===== src/rtl/shift_left2.sv =====
// Shift-left-by-SHIFT unit for the EX stage: a zero-latency combinational result
// for the branch adder plus a one-cycle registered copy with valid/overflow status.
module shift_left2 #(
    parameter int WIDTH = 32,
    parameter int SHIFT = 2
) (
    input  logic             clk,
    input  logic             rst_n,
    input  logic [WIDTH-1:0] genericInput,
    input  logic             inValid,
    input  logic             clearSticky,
    output logic [WIDTH-1:0] shiftedGenericOutput,
    output logic [SHIFT-1:0] lostBits,
    output logic             overflow,
    output logic [WIDTH-1:0] regShiftedOutput,
    output logic             regValid,
    output logic             regOverflow,
    output logic             stickyOverflow
);

    // Handshake: inValid is a qualifier only; there is no ready, so every cycle is
    // accepted. regValid is inValid delayed by one edge; regShiftedOutput is only
    // meaningful while regValid is high and holds its last captured value otherwise.

    logic [WIDTH-1:0] reg_data_d, reg_data_q;
    logic             reg_valid_d, reg_valid_q;
    logic             reg_ovf_d, reg_ovf_q;
    logic             sticky_d, sticky_q;

    // Pure logical shift; the bits pushed out the top are only reported, never kept.
    always_comb begin
        shiftedGenericOutput = {genericInput[WIDTH-SHIFT-1:0], {SHIFT{1'b0}}};
        lostBits             = genericInput[WIDTH-1 -: SHIFT];
        overflow             = |lostBits;
    end

    always_comb begin
        reg_data_d  = reg_data_q;
        reg_valid_d = inValid;
        reg_ovf_d   = inValid & overflow;
        sticky_d    = sticky_q;
        if (inValid) begin
            reg_data_d = shiftedGenericOutput;
        end
        // Clear wins over a set arriving in the same cycle.
        if (clearSticky) begin
            sticky_d = 1'b0;
        end else if (inValid && overflow) begin
            sticky_d = 1'b1;
        end
    end

    always_ff @(posedge clk or negedge rst_n) begin
        if (!rst_n) begin
            reg_data_q  <= '0;
            reg_valid_q <= 1'b0;
            reg_ovf_q   <= 1'b0;
            sticky_q    <= 1'b0;
        end else begin
            reg_data_q  <= reg_data_d;
            reg_valid_q <= reg_valid_d;
            reg_ovf_q   <= reg_ovf_d;
            sticky_q    <= sticky_d;
        end
    end

    assign regShiftedOutput = reg_data_q;
    assign regValid         = reg_valid_q;
    assign regOverflow      = reg_ovf_q;
    assign stickyOverflow   = sticky_q;

endmodule


===== config.mk =====
export PLATFORM = sky130hd
export DESIGN_NAME = shift_left2
export DESIGN_NICKNAME = d
export VERILOG_FILES = /design/src/rtl/shift_left2.sv
export SDC_FILE = /design/constraint.sdc
export NUM_CORES = 1
export LEC_CHECK = 0
export CORE_MARGIN = 2
export CORE_UTILIZATION = 35
export DETAILED_ROUTE_END_ITERATION = 10
export GPL_TIMING_DRIVEN = 1
export HOLD_SLACK_MARGIN = 0.05
export PLACE_DENSITY = 0.88
export REMOVE_ABC_BUFFERS = 1
export SYNTH_ARGS = -nofsm -noshare
export SYNTH_HDL_FRONTEND = slang
export SYNTH_SLANG_ARGS = --single-unit

===== constraint.sdc =====
create_clock -name clk -period 0.8 [get_ports clk]
set_input_delay 0.24 -clock clk [delete_from_list [all_inputs] [get_ports clk]]
set_output_delay 0.24 -clock clk [all_outputs]
set_load 0.01 [all_outputs]

==> metrics <==
P_sw 0.00107 W; num rows 23; power density over cell area 1880 nW/um^2; root buffer cell clkbuf_8; Lkg Pwr 1.14 nW; kind of critical path reg -> out; Die Y 69.4 microns; initial DRC count 30; setup violators final 37; ant diodes 0; Synth-to-Final Area Change 51.4%; hold violation total from the final report 0; Avg Cell Area, Syn 14.1 sq um; Post-Syn Instances 106; Remaining Overflow, GRT 0; R2R Path End regShiftedOutput[18]; Max Fclk 0.945 GHz; crit path DAT 0.82 ns; max_cap viols 0; cell count after placement 228; WL/cell 14.7 microns; vias in the first global route 1084; failing checks negative setup slack; Synth cell types 8; Post-DP HPWL 2.41 mm; Max clock buf depth 2; sequential share of power 44.8%; RSZ-0062 raised after global routing yes; period utilisation layout 132%; Worst-path clk slew 0.07 ns; H-tree Lvls 2; Required @ worst endpoint 0.56 ns; gr usage total 15.3%; Critical R2R Launch regShiftedOutput[18]; CTS tree done; global-route wire length before repair 5.72 mm; Synth warnings 0; CP max FO 2; R2R depth 2; Layout fillers 384; DRT Wirelength 3.55 mm; full die area 4810 sq um; Clk pwr share 31.8%; core area 4060 sq um; layout cells sized above 1 79.1%; VDD IR-drop max 986 uV; Routed Antenna Nets 0; I/O pin cnt 106; critical path's slowest cell dfrtp_1; CP Buf/Inv Count 1; initial antenna violation count 0; final worst slack -0.259 ns; clock sinks 33; Sw Share 25.2%; Mapped Area 1500 sq um; Synth Register Bits 33; Starting Density 36.8%; Die X 69.4 microns; combinational share of power 23.3%; crit path capture type output port; flop-to-flop setup slack -0.09 ns; DRC 0; Tmin final 1.06 ns; max incr delay on CP 0.39 ns; WHS Endpoint regShiftedOutput[28]; IO Port Bufs 101; worst path cell trace buf_2; Final Non-Filler Cells 241; Seq/Total Area, Yosys 55.2%; pin count of the biggest net entering global routing 34; clock buffer count from CTS 5; net total in the final layout 226; Pre-Repair DR Iteration Count 3; Int Power 0.00318 W; total power 0.00426 W; CP startpoint kind flip-flop; fin. max-slew vios 0; vias per cell 4.36; Clock Skew 0 ns; Min-Delay Path Class in -> reg; placer congestion estimate 0.661; clk_lat worst skew 0.28 ns; CP top delay family flip-flops; Vias 1050; status complete, but fails checks; min-delay src genericInput[26]; hold depth 2
## layout by cell type (no fill, tap or decap), drive strengths merged
master | Yosys | routed
buf | 39 | 92
clkbuf | 0 | 22
dfrtp | 33 | 33
or2 | 1 | 1
o21ba | 1 | 1
mux2 | 30 | 30
clkdlybuf4s50 | 0 | 2
clkdlybuf4s15 | 0 | 4
conb | 1 | 4
o21a | 1 | 1
clkinv | 0 | 1
## worst max path at each step
stage,from,end,cells past startpoint
detailed placement,genericInput[31],overflow,3
floorplan,genericInput[31],overflow,1
finish,stickyOverflow,stickyOverflow,1
CTS,regShiftedOutput[26],regShiftedOutput[26],1
global placement,genericInput[31],overflow,3
global route,regShiftedOutput[30],regShiftedOutput[30],1
## cells by family after synthesis
logic type	after synthesis	share of synthesized area (%)
other	1	0.251
AO/OA/AOI/OAI	2	1.17
AND/OR/NAND/NOR	1	0.419
multiplexers	30	22.6
buffers and inverters	39	20.3
flip-flops	33	55.2
## cell usage after synthesis
| library cell | instances | area, sq um |
|---|---|---|
| buf_4 | 36 | 270 |
| dfrtp_1 | 33 | 826 |
| mux2_2 | 30 | 338 |
| buf_6 | 3 | 33.8 |
| conb_1 | 1 | 3.75 |
| o21a_1 | 1 | 7.51 |
| o21ba_2 | 1 | 10.0 |
| or2_2 | 1 | 6.26 |
## through the flow
stage	util (%)	setup TNS [ns]	setup WS [ns]	hold WS [ns]	area, sq um
floorplan	-	0	0.0144	-0.0556	1200
global placement	58.0	-53.66	-0.855	0.487	2350
detailed placement	58.0	-54.69	-0.856	0.494	2350
CTS	56.7	-8.27	-0.260	0.281	2300
global route	55.8	-9.17	-0.284	0.205	2260
finish	55.8	-7.97	-0.259	0.202	2260
## cell type report
type	instances	area, sq um	share of cell area, %
timing repair buffer	113	885	39.1
clock buffer	7	96.3	4.26
multi-input combinational	37	389	17.2
clock inverter	1	5.00	0.221
tap	50	62.6	2.76
sequential	33	826	36.5
## worst register-to-register path: stages (launching register included)
cell and delay, ns:
dfrtp_1 0.39, buf_4 0.14, mux2_4 0.26
## per-layer routing
metal  wire (microns)  GRT usage (%)  part of all wire (%)
met1             1260           17.2                    36
met2             1970           27.2                    56
met3              268           4.94                   7.5
met4               50           5.01                   1.4
met5                0              0                     0
## repair_timing
action / 4_1_cts / 5_1_grt
hold buffers: 0 / 0
gates resized for setup: 376 / 39
pin swaps: 1 / 2
setup buffers: 3 / 2
setup endpoints to repair: 98 / 64
gates cloned: 2 / 0
## power groups by stage
| stage | combinational [W] | sequential, W | clock, W |
|---|---|---|---|
| final | 0.000994 | 0.00191 | 0.00136 |
| after floorplan | 0.000177 | 0.00202 | 0 |
| after CTS | 0.000973 | 0.00190 | 0.00142 |
| after global placement | 0.00112 | 0.00193 | 0 |
| after global routing | 0.00106 | 0.00193 | 0.00150 |
| after detailed placement | 0.00113 | 0.00194 | 0 |
## sequential cells by signal (all words and copies together), names as in the netlist
name	count
regValid	1
regOverflow	1
regShiftedOutput	30
stickyOverflow	1
No activity file was read; power rests on OpenSTA's default activity.
